### config.mk
export PLATFORM = sky130hd
export DESIGN_NAME = clk_step_ctrl
export DESIGN_NICKNAME = d
export VERILOG_FILES = /design/src/rtl/clk_ctrl_pkg.sv /design/src/rtl/en_divider.sv /design/src/rtl/clk_step_ctrl.sv
export SDC_FILE = /design/constraint.sdc
export NUM_CORES = 1
export LEC_CHECK = 0
export CAP_MARGIN = 25
export CELL_PAD_IN_SITES_DETAIL_PLACEMENT = 1
export CELL_PAD_IN_SITES_GLOBAL_PLACEMENT = 1
export CORE_MARGIN = 3
export CORE_UTILIZATION = 30
export DETAILED_ROUTE_END_ITERATION = 10
export PLACE_DENSITY = 0.71
export SLEW_MARGIN = 10
export SYNTH_ARGS = -nofsm -noshare
export SYNTH_HDL_FRONTEND = slang
export SYNTH_SLANG_ARGS = --single-unit
### constraint.sdc
create_clock -name clk -period 4.3 [get_ports clk]
set_clock_uncertainty 0.2 [all_clocks]
set_input_delay 0.86 -clock clk [delete_from_list [all_inputs] [get_ports clk]]
set_output_delay 0.86 -clock clk [all_outputs]
set_load 0.005 [all_outputs]
### src/rtl/clk_ctrl_pkg.sv
// -----------------------------------------------------------------------------
// clk_ctrl_pkg
//   Shared definitions for the clock-step controller:
//     - ctrl_state_e : FSM state encoding, also driven out on the 'state' port
//     - STEP_W_DEF   : default width of the burst-length input
//     - CYC_W_DEF    : default width of the enabled-cycle counter
//   Optional feature macro used by the controller: CLK_DIV_EN (enable divider).
// -----------------------------------------------------------------------------
package clk_ctrl_pkg;

  localparam int STEP_W_DEF = 8;
  localparam int CYC_W_DEF  = 32;

  typedef enum logic [1:0] {
    ST_HALTED   = 2'd0,
    ST_RUNNING  = 2'd1,
    ST_STEPPING = 2'd2
  } ctrl_state_e;

endpackage

### src/rtl/en_divider.sv
// -----------------------------------------------------------------------------
// en_divider
//   Phase counter that paces the controller's enables to one every div+1
//   active cycles. Only instantiated when CLK_DIV_EN is defined.
//
//   Ports:
//     clk      : clock, rising edge
//     rst      : synchronous active-high reset (phase and ratio cleared)
//     start_i  : controller leaves HALTED this edge; latch div_i, restart phase
//     active_i : controller is in an active state; advance the phase
//     div_i    : divider ratio (enable every div_i+1 cycles)
//     fire_o   : the next cycle is an enable cycle (combinational from regs)
//
//   Phase semantics: phase_q counts the cycles elapsed since the last enable
//   was launched. The controller itself launches the first enable on the
//   start edge; afterwards an enable is launched whenever phase_q == div_q.
// -----------------------------------------------------------------------------
module en_divider #(
  parameter int DIV_W = 8
) (
  input  logic             clk,
  input  logic             rst,
  input  logic             start_i,
  input  logic             active_i,
  input  logic [DIV_W-1:0] div_i,
  output logic             fire_o
);

  logic [DIV_W-1:0] div_q,   div_d;
  logic [DIV_W-1:0] phase_q, phase_d;

  always_comb begin
    fire_o  = (phase_q == div_q);
    div_d   = div_q;
    phase_d = phase_q;
    if (start_i) begin
      div_d   = div_i;
      phase_d = '0;
    end else if (active_i) begin
      phase_d = fire_o ? '0 : phase_q + DIV_W'(1);
    end
  end

  always_ff @(posedge clk) begin
    if (rst) begin
      div_q   <= '0;
      phase_q <= '0;
    end else begin
      div_q   <= div_d;
      phase_q <= phase_d;
    end
  end

endmodule

### src/rtl/clk_step_ctrl.sv
// -----------------------------------------------------------------------------
// clk_step_ctrl
//   Run / halt / single-burst controller producing a registered one-cycle
//   clock enable for a downstream datapath, plus a count of enabled cycles.
//
//   Optional feature: define CLK_DIV_EN to add the 'div' input and pace the
//   enables to one every div+1 active cycles (en_divider sub-module).
//
//   Parameters:
//     STEP_W : width of step_count
//     CYC_W  : width of cycle_cnt
//
//   Ports:
//     clk        : single clock, rising edge
//     rst        : synchronous active-high reset, overrides all requests
//     run_req    : start free-running operation
//     halt_req   : stop issuing enables (done pulse if something was active)
//     step_req   : start a burst of step_count enables
//     step_count : burst length, sampled with step_req (0 means ignore)
//     clr_cnt    : clear cycle_cnt (wins over a coincident increment)
//     div        : enable divider ratio (CLK_DIV_EN builds only)
//     clk_en     : registered one-cycle enable to the controlled datapath
//     state      : current FSM state, encoded as clk_ctrl_pkg::ctrl_state_e
//     done       : one-cycle pulse on burst completion or on halt
//     cycle_cnt  : number of cycles with clk_en high, wraps at 2^CYC_W
//
//   Request semantics: run_req, halt_req and step_req are level inputs
//   sampled on every rising edge; there is no acknowledge. When several are
//   high together, halt_req beats run_req beats step_req. Requests that do
//   not apply to the current state are dropped, not queued.
//
//   Timing: clk_en, done and state all update on the same edge. The edge
//   that accepts run_req/step_req already launches the first enable, so
//   clk_en is high in the first cycle that state shows RUNNING/STEPPING.
//   In a burst, done rides with the last enable while state still shows
//   STEPPING; the FSM returns to HALTED on the edge that ends that cycle.
// -----------------------------------------------------------------------------
module clk_step_ctrl
  import clk_ctrl_pkg::*;
#(
  parameter int STEP_W = STEP_W_DEF,
  parameter int CYC_W  = CYC_W_DEF
) (
  input  logic              clk,
  input  logic              rst,
  input  logic              run_req,
  input  logic              halt_req,
  input  logic              step_req,
  input  logic [STEP_W-1:0] step_count,
  input  logic              clr_cnt,
`ifdef CLK_DIV_EN
  input  logic [7:0]        div,
`endif
  output logic              clk_en,
  output logic [1:0]        state,
  output logic              done,
  output logic [CYC_W-1:0]  cycle_cnt
);

  ctrl_state_e       state_q,     state_d;
  logic              clk_en_q,    clk_en_d;
  logic              done_q,      done_d;
  logic [STEP_W-1:0] remaining_q, remaining_d;
  logic [CYC_W-1:0]  cycle_cnt_q, cycle_cnt_d;

  logic step_ok;
  logic div_fire;

  // A zero-length burst request is treated as if step_req were low.
  assign step_ok = step_req && (step_count != '0);

  // ---------------------------------------------------------------------------
  // Enable pacing
  // ---------------------------------------------------------------------------
`ifdef CLK_DIV_EN
  logic div_start;
  logic div_active;

  // The ratio is captured only when leaving HALTED; a STEPPING->RUNNING
  // conversion keeps the cadence already in progress.
  assign div_start  = (state_q == ST_HALTED) && (state_d != ST_HALTED);
  assign div_active = (state_q != ST_HALTED);

  en_divider #(
    .DIV_W(8)
  ) u_en_divider (
    .clk      (clk),
    .rst      (rst),
    .start_i  (div_start),
    .active_i (div_active),
    .div_i    (div),
    .fire_o   (div_fire)
  );
`else
  assign div_fire = 1'b1;
`endif

  // ---------------------------------------------------------------------------
  // FSM: state register
  // ---------------------------------------------------------------------------
  always_ff @(posedge clk) begin
    if (rst) begin
      state_q <= ST_HALTED;
    end else begin
      state_q <= state_d;
    end
  end

  // ---------------------------------------------------------------------------
  // FSM: next-state logic
  // ---------------------------------------------------------------------------
  always_comb begin
    state_d = state_q;
    case (state_q)
      ST_HALTED: begin
        // halt_req here is a no-op, but it still masks run/step.
        if (halt_req) begin
          state_d = ST_HALTED;
        end else if (run_req) begin
          state_d = ST_RUNNING;
        end else if (step_ok) begin
          state_d = ST_STEPPING;
        end
      end
      ST_RUNNING: begin
        if (halt_req) begin
          state_d = ST_HALTED;
        end
      end
      ST_STEPPING: begin
        if (halt_req) begin
          state_d = ST_HALTED;
        end else if (run_req) begin
          state_d = ST_RUNNING;
        end else if (remaining_q == '0) begin
          // Final enable is in flight this cycle; burst is over.
          state_d = ST_HALTED;
        end
      end
      default: begin
        state_d = ST_HALTED;
      end
    endcase
  end

  // ---------------------------------------------------------------------------
  // FSM: output / datapath next values
  //   remaining_q holds the enables of the burst not yet launched. The entry
  //   edge loads step_count and launches the first one in the same edge, so
  //   it reads step_count-1 in the first STEPPING cycle.
  // ---------------------------------------------------------------------------
  always_comb begin
    clk_en_d    = 1'b0;
    done_d      = 1'b0;
    remaining_d = remaining_q;
    case (state_q)
      ST_HALTED: begin
        if (state_d == ST_RUNNING) begin
          clk_en_d = 1'b1;
        end else if (state_d == ST_STEPPING) begin
          clk_en_d    = 1'b1;
          remaining_d = step_count - STEP_W'(1);
          done_d      = (step_count == STEP_W'(1));
        end
      end
      ST_RUNNING: begin
        if (state_d == ST_RUNNING) begin
          clk_en_d = div_fire;
        end else begin
          done_d = 1'b1;
        end
      end
      ST_STEPPING: begin
        if (state_d == ST_HALTED) begin
          // A halt in the final enable cycle must not add a second done.
          done_d      = halt_req && (remaining_q != '0);
          remaining_d = '0;
        end else if (state_d == ST_RUNNING) begin
          clk_en_d    = div_fire;
          remaining_d = '0;
        end else if (div_fire) begin
          clk_en_d    = 1'b1;
          remaining_d = remaining_q - STEP_W'(1);
          done_d      = (remaining_q == STEP_W'(1));
        end
      end
      default: begin
        remaining_d = '0;
      end
    endcase
  end

  // Clear has priority over the count of a coincident enable cycle.
  always_comb begin
    cycle_cnt_d = cycle_cnt_q;
    if (clr_cnt) begin
      cycle_cnt_d = '0;
    end else if (clk_en_q) begin
      cycle_cnt_d = cycle_cnt_q + CYC_W'(1);
    end
  end

  always_ff @(posedge clk) begin
    if (rst) begin
      clk_en_q    <= 1'b0;
      done_q      <= 1'b0;
      remaining_q <= '0;
      cycle_cnt_q <= '0;
    end else begin
      clk_en_q    <= clk_en_d;
      done_q      <= done_d;
      remaining_q <= remaining_d;
      cycle_cnt_q <= cycle_cnt_d;
    end
  end

  assign clk_en    = clk_en_q;
  assign done      = done_q;
  assign state     = state_q;
  assign cycle_cnt = cycle_cnt_q;

endmodule

After elaboration in Yosys (flattened, before gate mapping)
Cells that the tools add are included.
{"block": "word_totals", "ff_bits": 44, "latch_bits": 0, "ramBits": 0, "rom_bits": 0, "output_inout_bits": 36, "memories": 0}
{"block": "op_classes", "addsub": 3, "mul": 0, "div": 0, "order_cmp": 0, "n_eq_ne": 8, "shift": 0, "muxes": 24, "n_bitwise": 1, "reduce_logical": 9}
{"operator": "adder 32 x 1 -> 32 bit, second input constant", "count": 1}
{"operator": "2-to-1 mux 8 bit", "count": 4}
{"operator": "one-hot mux 8 bit (3 select lines)", "count": 1}
{"operator": "equality test 8 x 1 -> 1 bit, second input constant", "count": 2}
{"operator": "nonzero test 8 bit", "count": 2}
{"operator": "subtractor 8 x 1 -> 8 bit, second input constant", "count": 2}
{"operator": "2-to-1 mux 2 bit", "count": 7}
{"operator": "2-to-1 mux 1 bit", "count": 9}
{"operator": "logical NOT 8 bit", "count": 1}
{"operator": "one-hot mux 1 bit (3 select lines)", "count": 2}
{"operator": "one-hot mux 2 bit (3 select lines)", "count": 1}
{"operator": "equality test 2 x 1 -> 1 bit, second input constant", "count": 2}
{"operator": "equality test 2 bit, second input constant", "count": 2}
{"operator": "logical NOT 2 bit", "count": 2}
{"operator": "inequality test 2 bit, second input constant", "count": 2}
{"operator": "AND reduction 3 bit", "count": 1}
{"operator": "logical AND 1 bit", "count": 2}
{"operator": "OR reduction 2 bit", "count": 1}
{"operator": "inverter 1 bit", "count": 1}

Depth between registers and ports, before layout
{"block": "depth", "word_depth": 10, "ltp_mapped": 11, "mapped_depth_nobuf": 11}

Least setup slack after synthesis
Ideal clock, no wire load.
{"block": "synth_timing", "path_kind": "input port to flip-flop", "startpoint": "in step_count[2]", "endpoint": "reg remaining_q[7]", "arrival_ps": 2675, "path_slack_ps": 1303, "path_stages": 9, "n_path_buf": 1, "path_cell_list": "nor4_1 nand3_1 a22oi_1 ha_1 or4b_1 clkbuf_1 nor2_1 a21o_1 a221o_1"}
{"block": "synth_via", "elab_chain_len": 10}
{"element": "start: declaration", "line": "clk_step_ctrl.sv:49", "rtl": "input logic [STEP_W-1:0] step_count,"}
{"element": "nonzero test 8 bit", "line": "clk_step_ctrl.sv:70", "rtl": "assign step_ok = step_req && (step_count != '0);"}
{"element": "logical AND 1 bit", "line": "clk_step_ctrl.sv:70"}
{"element": "2-to-1 mux 2 bit", "line": "clk_step_ctrl.sv:121", "rtl": "end else if (step_ok) begin"}
{"element": "2-to-1 mux 2 bit", "line": "clk_step_ctrl.sv:119", "rtl": "end else if (run_req) begin"}
{"element": "2-to-1 mux 2 bit", "line": "clk_step_ctrl.sv:117", "rtl": "if (halt_req) begin"}
{"element": "one-hot mux 2 bit (3 select lines)", "line": "clk_step_ctrl.sv:114", "rtl": "case (state_q)"}
{"element": "equality test 2 x 1 -> 1 bit", "line": "clk_step_ctrl.sv:158, clk_step_ctrl.sv:178"}
{"element": "2-to-1 mux 8 bit", "line": "clk_step_ctrl.sv:178", "rtl": "end else if (state_d == ST_RUNNING) begin"}
{"element": "2-to-1 mux 8 bit", "line": "clk_step_ctrl.sv:174", "rtl": "if (state_d == ST_HALTED) begin"}
{"element": "one-hot mux 8 bit (3 select lines)", "line": "clk_step_ctrl.sv:156", "rtl": "case (state_q)"}
{"element": "end signal: assignment", "line": "clk_step_ctrl.sv:212", "rtl": "remaining_q <= remaining_d;"}
{"element": "end: declaration", "line": "clk_step_ctrl.sv:63", "rtl": "logic [STEP_W-1:0] remaining_q, remaining_d;"}
Parallel ways exist; a longest one is shown, timed or not. The select of a mux whose other input is x is not followed.
A chain may end at the register's enable or synchronous reset.

Worst setup path after layout
{"block": "layout_timing", "startpoint": "in step_count[0]", "endpoint": "reg remaining_q[6]"}
Same word-level chain as after synthesis.

==> summary.md <==
| Metric | Value |
|---|---|
| Status | finished clean |
| DRT Wirelength | 6709 um |
| Startpoint types | input port |
| Resized Gates After CTS | 0 |
| Most Frequent Cell on Critical Path | ha_1 |
| N_diodes | 0 |
| FF-to-FF Start | remaining_q[0]$_SDFFE_PP0P_ |
| Crit Path Class | input port to register |
| Placed insts | 443 |
| Worst-margin pin slew | 0.6975 ns |
| Root Driver | clkbuf_8 |
| Syn Nets | 327 |
| Core Area | 0.007848 mm^2 |
| Family with the most delay on the worst path | simple AND/OR/NAND/NOR gates |
| Ys async rst share | 0% |
| Final count of pins violating max slew | 0 |
| Final GP Congestion | 0.7952 |
| Max-Cap Viols | 0 |
| WHS Endpoint | cycle_cnt[31]$_SDFFE_PP0P_ |
| Total track usage | 14.69% |
| Fin area | 0.003154 mm^2 |
| Ports | 50 |
| Starting Density | 31.51% |
| Yosys cell types | 43 |
| Count leader, synth | dfxtp_1 |
| Syn_area_per_cell | 8.106 um^2 |
| Vias in the first global route | 2464 |
| Antenna-violating nets left | 0 |
| Slowest cell on the critical path | or4b_1 |
| Final Cycle Share | 79.81% |
| Drt via density | 5.370 |
| Reg-to-reg slack, setup | 1.08 ns |
| Initial antenna violation count | 0 |
| Minimum clock period | 3.432 ns |
| Hold Crit Depth | 2 |
| Yosys reg bits | 44 |
| Area Growth Syn to Fin | 27.58% |
| Full die area | 0.009366 mm^2 |
| Cts bufs inserted | 5 |
| Ys Warns | 0 |
| CTS Hold Bufs | 0 |
| Hold Crit Start | cycle_cnt[31]$_SDFFE_PP0P_ |
| Post-detailed-route wirelength per cell | 14.88 um |
| Crit path cell chain | clkdlybuf4s50_1, inv_1, ha_1, nand3_1, a22oi_1, ha_1, or4b_1, a311oi_1, o21a_1, a211o_1 |
| CTS Sinks | 44 |
| Crit path required time | 4.34 ns |
| RSZ-0062 raised after global routing | no |
| Share of layout cells above drive strength 1 | 3.438% |
| Setup TNS | 0 ns |
| Total power | 0.8172 mW |
| Worst vdd ir | 0.1106 mV |
| Overflow after GRT | 0 |
| DRC viols | 0 |
| Area leader, netlist | dfxtp_1 |
| Reg clk slew, reported paths | 0.08 ns |
| Drt first pass iters | 4 |
| Max Freq | 291.4 MHz |
| Die Span X | 96.78 um |
| Number of port buffers | 49 |
| DRT iter0 DRCs | 60 |
| Critical Path Stages | 10 |
| Row cnt | 32 |
| Lkg Pwr | 1.005 nW |
| Hold Crit Class | register to register |
| CP Buf/Inv Count | 2 |
| Sequential fraction of the synthesis area | 35.63% |
| HPWL after detailed placement | 5091 um |
| CTS tree | done |
| Critical path arrival | 3.47 ns |
| PD cells | 259.1 mW/mm^2 |
| Relative slew slack | 53.07% |
| Top-area cell type share of the netlist area | 35.63% |
| Final Setup Violations | 0 |
| EDFF count, synth | 0 |
| Largest net degree at the start of global routing | 29 |
| Clock Path Buffers | 2 |
| # Post-CTS Setup Buffers | 0 |
| List of most frequent post-synthesis cells | dfxtp_1 (44), nor2_1 (27), a21oi_1 (19) |
| Syn Std Cell Area | 0.002472 mm^2 |
| Final instance count without filler cells | 451 |
| Vias post-DR | 2422 |
| Die height | 96.78 um |
| Top FF cell, synth | dfxtp_1 |
| Mapped Cells | 305 |
| Critical Path Sink Type | register |
| FF-to-FF path depth | 11 |
| Critical path peak fanout | 8 |
| Clock latency on the worst-skew pair | 0.30 ns |
| Nets | 370 |
| First-pass GRT wire length | 11740 um |
| Max incr delay on CP | 0.68 ns |
| Final Hold Vio Count | 0 |
| CTS H-Tree Depth | 2 |
| Synth area leaders | dfxtp_1 (36%), o31ai_1 (4.3%), nor2_1 (4.1%) |
| Capturing point of the worst reg2reg path | remaining_q[6]$_SDFFE_PP0P_ |
| Post-Place Cell Area | 0.003047 mm^2 |
==> worst min-delay path, cell delays in order (launching register included) <==
cell and delay, ns:
dfxtp_1 0.32, nand2_1 0.06, mux2i_1 0.06
==> state kept, by name, indices dropped and copies added, names as in the netlist <==
name and count:
state 2, cycle_cnt 32, done 1, remaining_q 8, clk_en 1
==> stage by stage <==
| step | setup WS, ns | util [%] | hold slack [ns] |
|---|---|---|---|
| 2_1_floorplan | 1.303 | - | 0.2630 |
| 3_5_place_dp | 0.5276 | 38.82 | 0.2817 |
| 6_report | 0.8680 | 40.19 | 0.2859 |
| 3_3_place_gp | 0.6615 | 38.82 | 0.2715 |
| 4_1_cts | 0.8441 | 40.19 | 0.2949 |
| 5_1_grt | 0.5096 | 40.19 | 0.3331 |
==> routing by layer <==
layer / vias to the layer above / wire (um) / track usage [%]
li1: 1237 / - / -
met4: 0 / 131 / 5.292
met2: 42 / 3370 / 25.80
met5: - / 0 / 0
met3: 8 / 211 / 2.740
met1: 1135 / 2996 / 17.81
==> how the worst max path moves through the flow <==
stage / endpoint / from
after floorplan: remaining_q[7]$_SDFFE_PP0P_ / step_count[2]
after global placement: remaining_q[6]$_SDFFE_PP0P_ / step_count[0]
after detailed placement: remaining_q[7]$_SDFFE_PP0P_ / step_count[2]
after CTS: remaining_q[7]$_SDFFE_PP0P_ / step_count[2]
after global routing: remaining_q[3]$_SDFFE_PP0P_ / step_count[2]
final: remaining_q[6]$_SDFFE_PP0P_ / step_count[0]
==> report_power, final <==
part / switching (mW) / internal, mW
combinational: 0.0436 / 0.0389
clock: 0.141 / 0.173
sequential: 0.00850 / 0.412
==> cells in the final DEF (no fill, tap or decap), types with 5 or more instances in the layout <==
cell type        count
nor4_1              14
and3_1               5
clkdlybuf4s50_1     49
xor2_1               7
nor2_1              27
o31ai_1             14
inv_1               15
clkbuf_8             5
nand3_1             13
dfxtp_1             44
or3_1                8
xnor2_1              8
nor3_1              11
or4_1               12
nand2_1             16
ha_1                 8
o21ai_0              9
a21oi_1             19
nand4_1             13
==> kinds of logic after synthesis <==
group                    count (synthesis)  synth area share, %
AO/OA/AOI/OAI                           68                18.27
XOR/XNOR                                15                5.314
adder cells (fa/ha/maj)                  8                4.049
buffers and inverters                   30                4.656
flip-flops                              44                35.63
multiplexers                             4                1.619
AND/OR/NAND/NOR                        136                30.47
==> final cells by class <==
| class | instances | area, um^2 |
|---|---|---|
| Sequential cell | 44 | 880.8 |
| Timing Repair Buffer | 51 | 505.5 |
| Multi-Input combinational cell | 231 | 1476 |
| Tap cell | 102 | 127.6 |
| Inverter | 15 | 56.30 |
| Clock buffer | 6 | 72.57 |
| Clock inverter | 2 | 35.03 |
| Fill cell | 946 | 4693 |
(Power assumes the default switching activity.)
